## src/rtl/qspi_tx_shift_mlane.sv

```systemverilog
// Multi-lane QSPI transmit shifter: serialises a DATA_W-bit word on 1, 2 or 4 lanes, MSB- or LSB-first.
// Define QSPI_TX_PRELOAD_EN to add a one-word holding register so consecutive words shift with no idle gap.
module qspi_tx_shift_mlane #(
    parameter int DATA_W = 32,
    parameter int CNT_W  = $clog2(DATA_W)
) (
    input  logic              clk_i,
    input  logic              rst_i,
    input  logic              valid_i,
    output logic              ready_o,
    input  logic [DATA_W-1:0] data_i,
    input  logic [1:0]        mode_i,
    input  logic              msb_first_i,
    output logic [3:0]        qsd_o,
    output logic [3:0]        qsd_oe_o,
    output logic              busy_o,
    output logic              done_o
);

    typedef enum logic {IDLE, SHIFT} state_t;

    state_t            state, state_next;
    logic [DATA_W-1:0] shreg, shreg_next;
    logic [1:0]        word_mode, word_mode_next;
    logic              word_msb, word_msb_next;
    logic [CNT_W-1:0]  cnt, cnt_next;
    logic [3:0]        qsd_next, oe_next;
    logic              busy_next, done_next;
    logic              load;
    logic [DATA_W-1:0] load_data;
    logic [1:0]        load_mode;
    logic              load_msb;

    function automatic logic [3:0] lane_oe(input logic [1:0] m);
        case (m)
            2'b00:   return 4'b0001;
            2'b01:   return 4'b0011;
            default: return 4'b1111;
        endcase
    endfunction

    function automatic logic [CNT_W-1:0] last_beat(input logic [1:0] m);
        case (m)
            2'b00:   return CNT_W'(DATA_W - 1);
            2'b01:   return CNT_W'(DATA_W / 2 - 1);
            default: return CNT_W'(DATA_W / 4 - 1);
        endcase
    endfunction

    // The beat about to go out always sits at the end of the shift register that matches the bit order.
    function automatic logic [3:0] head_beat(input logic [DATA_W-1:0] w, input logic [1:0] m,
                                             input logic msb);
        logic [3:0] b;
        if (msb) begin
            case (m)
                2'b00:   b = {3'b000, w[DATA_W-1]};
                2'b01:   b = {2'b00, w[DATA_W-1 -: 2]};
                default: b = w[DATA_W-1 -: 4];
            endcase
        end else begin
            b = w[3:0] & lane_oe(m);
        end
        return b;
    endfunction

    function automatic logic [DATA_W-1:0] shift_word(input logic [DATA_W-1:0] w, input logic [1:0] m,
                                                     input logic msb);
        logic [DATA_W-1:0] s;
        case (m)
            2'b00:   s = msb ? (w << 1) : (w >> 1);
            2'b01:   s = msb ? (w << 2) : (w >> 2);
            default: s = msb ? (w << 4) : (w >> 4);
        endcase
        return s;
    endfunction

`ifdef QSPI_TX_PRELOAD_EN
    logic [DATA_W-1:0] hold_data;
    logic [1:0]        hold_mode;
    logic              hold_msb;
    logic              hold_full;
    logic              hold_wr, hold_rd;

    assign ready_o = (state == IDLE) || !hold_full;
    // On the last beat with an empty holding register, a new word bypasses it and loads directly.
    assign hold_wr = (state == SHIFT) && valid_i && !hold_full && (cnt != '0);
    assign hold_rd = (state == SHIFT) && hold_full && (cnt == '0);

    always_ff @(posedge clk_i or posedge rst_i) begin
        if (rst_i) begin
            hold_data <= '0;
            hold_mode <= 2'b00;
            hold_msb  <= 1'b0;
            hold_full <= 1'b0;
        end else if (hold_wr) begin
            hold_data <= data_i;
            hold_mode <= mode_i;
            hold_msb  <= msb_first_i;
            hold_full <= 1'b1;
        end else if (hold_rd) begin
            hold_full <= 1'b0;
        end
    end
`else
    assign ready_o = (state == IDLE);
`endif

    always_comb begin
        state_next     = state;
        shreg_next     = shreg;
        word_mode_next = word_mode;
        word_msb_next  = word_msb;
        cnt_next       = cnt;
        qsd_next       = 4'b0000;
        oe_next        = 4'b0000;
        busy_next      = 1'b0;
        done_next      = 1'b0;
        load           = 1'b0;
        load_data      = data_i;
        load_mode      = mode_i;
        load_msb       = msb_first_i;

        case (state)
            IDLE: begin
                if (valid_i) begin
                    load = 1'b1;
                end
            end
            SHIFT: begin
                if (cnt != '0) begin
                    qsd_next   = head_beat(shreg, word_mode, word_msb);
                    oe_next    = lane_oe(word_mode);
                    busy_next  = 1'b1;
                    done_next  = (cnt == CNT_W'(1));
                    cnt_next   = cnt - CNT_W'(1);
                    shreg_next = shift_word(shreg, word_mode, word_msb);
                end else begin
`ifdef QSPI_TX_PRELOAD_EN
                    if (hold_full) begin
                        load      = 1'b1;
                        load_data = hold_data;
                        load_mode = hold_mode;
                        load_msb  = hold_msb;
                    end else if (valid_i) begin
                        load = 1'b1;
                    end else begin
                        state_next = IDLE;
                    end
`else
                    state_next = IDLE;
`endif
                end
            end
            default: state_next = IDLE;
        endcase

        // Beat 0 is registered on the accepting edge; the shift register keeps the remaining beats.
        if (load) begin
            state_next     = SHIFT;
            qsd_next       = head_beat(load_data, load_mode, load_msb);
            oe_next        = lane_oe(load_mode);
            busy_next      = 1'b1;
            done_next      = 1'b0;
            cnt_next       = last_beat(load_mode);
            shreg_next     = shift_word(load_data, load_mode, load_msb);
            word_mode_next = load_mode;
            word_msb_next  = load_msb;
        end
    end

    always_ff @(posedge clk_i or posedge rst_i) begin
        if (rst_i) begin
            state     <= IDLE;
            shreg     <= '0;
            word_mode <= 2'b00;
            word_msb  <= 1'b0;
            cnt       <= '0;
            qsd_o     <= 4'b0000;
            qsd_oe_o  <= 4'b0000;
            busy_o    <= 1'b0;
            done_o    <= 1'b0;
        end else begin
            state     <= state_next;
            shreg     <= shreg_next;
            word_mode <= word_mode_next;
            word_msb  <= word_msb_next;
            cnt       <= cnt_next;
            qsd_o     <= qsd_next;
            qsd_oe_o  <= oe_next;
            busy_o    <= busy_next;
            done_o    <= done_next;
        end
    end

endmodule
```

## config.mk

```make
export PLATFORM = sky130hd
export DESIGN_NAME = qspi_tx_shift_mlane
export DESIGN_NICKNAME = d
export VERILOG_FILES = /design/src/rtl/qspi_tx_shift_mlane.sv
export SDC_FILE = /design/constraint.sdc
export NUM_CORES = 1
export LEC_CHECK = 0
export ABC_CLOCK_PERIOD_IN_PS = 3600
export BUFFER_PORTS_ARGS = -buffer_cell sky130_fd_sc_hd__buf_4
export CAP_MARGIN = 20
export CORE_AREA = 2 2 125 97
export CTS_CLUSTER_DIAMETER = 80
export DETAILED_ROUTE_END_ITERATION = 10
export DIE_AREA = 0 0 127 99
export PLACE_DENSITY = 0.73
export SLEW_MARGIN = 40
export SYNTH_ARGS = -nofsm -noshare
export SYNTH_HDL_FRONTEND = slang
export SYNTH_SLANG_ARGS = --single-unit
```

## constraint.sdc

```tcl
create_clock -name clk_i -period 3.6 [get_ports clk_i]
set_input_delay 0.36 -clock clk_i [delete_from_list [all_inputs] [get_ports clk_i]]
set_output_delay 0.36 -clock clk_i [all_outputs]
set_load 0.1 [all_outputs]
```

=== After elaboration in Yosys (flattened, before gate mapping) ===
Index checks and enable logic that the tools add are counted.

* Register bits: 50
* Latch bits: 0
* Bits in writable memories: 0
* Bits in read-only memories: 0
* Input port bits: 38
* Output and inout port bits: 11
* Logic and storage cells: 61
* Memories kept: 0

* Add/subtract/negate cells: 1
* Multiply operators: 0
* Divide/modulo/power cells: 0
* $lt $le $gt $ge: 0
* Equality and inequality tests: 3
* Shifts and indexed selects: 0
* Multiplexer cells: 40
* Bitwise operators: 3
* Reduce and logical (&&, ||, !) cells: 6

{| class="wikitable"
|+ Operator list
! operator !! number
|-
| 32-bit 2-to-1 mux || 9
|-
| 32-bit one-hot mux with 2 select lines || 2
|-
| 4-bit 2-to-1 mux || 13
|-
| 4-bit one-hot mux with 2 select lines || 4
|-
| 5-bit 2-to-1 mux || 3
|-
| 5-bit one-hot mux with 2 select lines || 1
|-
| 4-bit bitwise AND || 2
|-
| 1-bit 2-to-1 mux || 8
|-
| 5-bit by 1-bit == test with 1-bit output, second input constant || 1
|-
| 5-bit nonzero test || 1
|-
| 5-bit by 1-bit subtractor with 5-bit output, second input constant || 1
|-
| 2-bit by 1-bit == test with 1-bit output, second input constant || 2
|-
| 2-bit logical NOT || 2
|-
| 2-bit nonzero test || 2
|-
| 2-bit AND reduction || 1
|-
| 1-bit NOT || 1
|}

=== Longest topological paths before layout ===
* Depth in word-level cells: 10
* Mapped depth: 8
* Depth with buffers taken out: 6

=== Least setup slack after synthesis ===
OpenSTA, ideal clock, no wires.

* Path kind: reg2reg
* Start point: register state
* End point: register shreg[7]
* Setup time: 66 ps
* Arrival: 2738 ps
* Required time: 3534 ps
* Slack: 796 ps
* Cell stages (with the launch flop): 7
* Path through: dfrtp_1 -> inv_1 -> nor2_1 -> clkbuf_1 -> buf_1 -> o211ai_1 -> nand2_1

* Word-level cells in the longest chain between the ends: 3
* Elaborated cells between the ends (all ways): 5
* Those cells by class: mux (2); reduce/logical (3)

{| class="wikitable"
|+ Ends and longest elaborated chain
! what !! RTL line !! RTL
|-
| start, declared || 22 || <nowiki>state_t state, state_next;</nowiki>
|-
| start signal, assigned || 183 || <nowiki>state <= state_next;</nowiki>
|-
| 1-bit 2-to-1 mux || 123 || <nowiki>case (state)</nowiki>
|-
| 2-bit nonzero test (no source line) || - ||
|-
| 2-bit AND reduction (no source line) || - ||
|-
| end signal, assigned || 184 || <nowiki>shreg <= shreg_next;</nowiki>
|-
| end, declared || 23 || <nowiki>logic [DATA_W-1:0] shreg, shreg_next;</nowiki>
|}

Several ways; a longest one is shown, not always the timed one.
A chain may end at the register's enable or synchronous reset.

=== Final worst setup path ===
* Start point: register cnt[0]
* End point: register shreg[14]

* Word-level cells in the longest chain between the ends: 3

{| class="wikitable"
|+ Ends and longest elaborated chain
! what !! RTL line !! RTL
|-
| start, declared || 26 || <nowiki>logic [CNT_W-1:0] cnt, cnt_next;</nowiki>
|-
| start signal, assigned || 187 || <nowiki>cnt <= cnt_next;</nowiki>
|-
| 5-bit nonzero test || 130 || <nowiki>if (cnt != '0) begin</nowiki>
|-
| 2-bit nonzero test (no source line) || - ||
|-
| 2-bit AND reduction (no source line) || - ||
|}

No other way between the ends.

==> results.json <==
{
  "run_status": "finished clean",
  "rsz0062_at_grt": "no",
  "synth-async-reset-ratio_pct": 100.0,
  "max-vdd-ir-drop_mv": 0.4313,
  "std_cell_rows": 34,
  "synthTopCellsByArea": "dfrtp_1 24%, mux2i_1 12%, mux4_2 12%, mux2_2 8.5%, nand2_1 4.3%",
  "ff2ff_path_depth": 6,
  "leakage_nw": 2.264,
  "setup_violations": 0,
  "cp_data_arrival_time_ns": 2.56,
  "synthMuxAreaShare_pct": 33.52,
  "cts_setup_buffers": 0,
  "route.detailed.drc": 0,
  "portBuffers": 48,
  "grt_max_degree": 64,
  "powerDensity_nw_per_um2": 906.4,
  "worstPathCellList": "inv_1 -> ha_1 -> nor4b_2 -> nand2b_2 -> a31oi_1 -> or3_1",
  "synth_top_area_share_pct": 23.99,
  "synth_top_family_by_area": "multiplexers",
  "syn_inst": 542,
  "drt_pass1_iterations": 7,
  "multi_input_area_um2": 3470,
  "synth_cell_types": 57,
  "min_period_over_period_pct": 66.33,
  "dieArea_um2": 12570,
  "globalplace.congestion": 0.9584,
  "post_cts_resized": 0,
  "cts_buffer_depth": 2,
  "synth_top_flop_cell": "dfrtp_1",
  "hold_viol_final": 0,
  "rr_startpoint": "cnt[0]",
  "regToRegSetupSlack_ns": 1.21,
  "num_io_pins": 49,
  "tritoncts.num_buffers": 5,
  "slew_violations": 0,
  "fin_ws_ns": 1.212,
  "cts_tree": "built",
  "syn_area_um2": 5006,
  "diodes": 0,
  "synth_compound_area_share_pct": 19.35,
  "required_ns": 3.77,
  "layout.cells.most_common": "mux2i_1",
  "fin_tns_setup_ns": 0,
  "cts.clk_slew.worst_paths_ns": 0.08,
  "crit_fanout": 30,
  "clk_latency_ns": 0.30,
  "path_class": "reg2reg",
  "grt-ovfl-total": 0,
  "antenna_left": 0,
  "yosys_warnings": 0,
  "yosysTopAreaCell": "dfrtp_1",
  "viasPerCell": 6.817,
  "die_y_um": 99,
  "critPathBufInv": 1,
  "grt_pass1_vias": 4458,
  "vias": 4724,
  "max_freq_ghz": 0.4188,
  "syn2layout_area_growth_pct": 9.973,
  "fin_skew_ns": 0.01340,
  "antenna_found_initial": 1,
  "layout_common_cells": "60 x mux2i_1, 57 x nand2_1, 55 x buf_4",
  "cts.sinks": 48,
  "slew_headroom_pct": 44.21,
  "synthSimpleGateAreaFrac_pct": 15.72,
  "fin_nets": 588,
  "register_area_um2": 1205,
  "syn_nets": 582,
  "syn_avg_cell_area_um2": 9.236,
  "end_kind": "flip-flop",
  "start_util_pct": 44.24,
  "layout_min_cycle_time_ns": 2.388,
  "post-dp-hpwl_um": 11080,
  "ys_seq_elements": 48,
  "totalWireLength_um": 16010,
  "drt-initial-drc-count": 534,
  "die_w_um": 127,
  "grt_pass1_wl_um": 25390,
  "synth_adder_area_share_pct": 0.4999,
  "r2r-end": "shreg[14]",
  "nFillCells": 1060,
  "htreeDepth": 2,
  "synth_xor_area_share_pct": 0,
  "tightest_slew_ns": 0.8347,
  "slowest_delay_ns": 0.61,
  "synth_seq_area_share_pct": 23.99,
  "critPathSlowestCell": "nand2b_2",
  "cts-root-buf": "clkbuf_16",
  "wl_per_cell_um": 23.10,
  "startpoint_type": "flip-flop",
  "min_path_type": "in2async",
  "cts_hold_buf": 0,
  "synth-edff-count": 0,
  "drive_above_1_share_pct": 25.14,
  "cap_violations": 0,
  "core_um2": 11320,
  "grt_usage_pct": 25.49,
  "cp_top_family": "simple AND/OR/NAND/NOR gates",
  "pre_cts_slack_ns": 1.279
}
worst max-delay path by stage:
| stage | start | to | cells past startpoint |
|---|---|---|---|
| final | cnt[0] | shreg[14] | 6 |
| after detailed placement | cnt[0] | shreg[14] | 6 |
| after global routing | cnt[0] | shreg[14] | 6 |
| after CTS | cnt[0] | shreg[14] | 6 |
| after global placement | cnt[0] | shreg[16] | 6 |
| after floorplan | state | shreg[7] | 6 |
kinds of logic after synthesis:
family          count (synthesis)
simple gates                  158
flops                          48
buf+inv                        67
compound gates                138
mux                           129
fa+ha+maj                       2
worst register-to-register path, delay by kind of cell (launching register included):
family	cells	cell delay, ns
fa+ha+maj	1	0.24
buf+inv	1	0.10
compound gates	1	0.13
flops	1	0.41
simple gates	3	1.38
layer usage:
metal	global-route usage (%)	vias to the layer above	share of wire (%)
li1	-	2084	-
met1	38.72	2293	43
met2	36.64	333	43
met3	7.220	14	13
met4	3.973	0	0.63
met5	0	-	0
per-stage QoR:
stage | instances | total power, W | utilization (%) | hold slack, ns | cell area [um2]
floorplan | 542 | 0.003603 | - | 0.4981 | 5006
global placement | 685 | 0.004163 | 46.82 | 0.5282 | 5298
detailed placement | 685 | 0.004281 | 46.93 | 0.4935 | 5310
CTS | 693 | 0.004917 | 48.64 | 0.1844 | 5504
global route | 693 | 0.005284 | 48.65 | 0.2003 | 5505
finish | 693 | 0.004990 | 48.65 | 0.1555 | 5505
report_power, final:
group	switching [W]	internal (W)
Sequential	0.000598	0.000815
Clock	0.000222	0.000401
Combinational	0.00165	0.00130
registers in the layout (all words and copies together) (netlist names):
register / count
word_msb: 1
qsd_o: 4
word_mode: 2
state: 1
done_o: 1
shreg: 32
cnt: 5
qsd_oe_o: 2
layout make-up:
type | count | share of cell area, %
clock buffer | 5 | 2.273
clock inverter | 3 | 1.250
inverter | 11 | 0.7955
multi-input combinational | 427 | 63.02
sequential | 48 | 21.89
tap | 144 | 3.273
timing repair buffer | 55 | 7.500
cells in the mapped netlist, drive strengths merged (8+ instances only):
cell type,instances
nor2,12
mux2,43
a32oi,8
mux4,26
o21ai,26
nand2b,23
inv,11
o211ai,12
a211oi,10
mux2i,60
o22ai,8
a21oi,22
dfrtp,48
nand3,39
clkbuf,14
nor2b,13
nand2,57
buf,42
No activity file was read; power rests on OpenSTA's default activity.
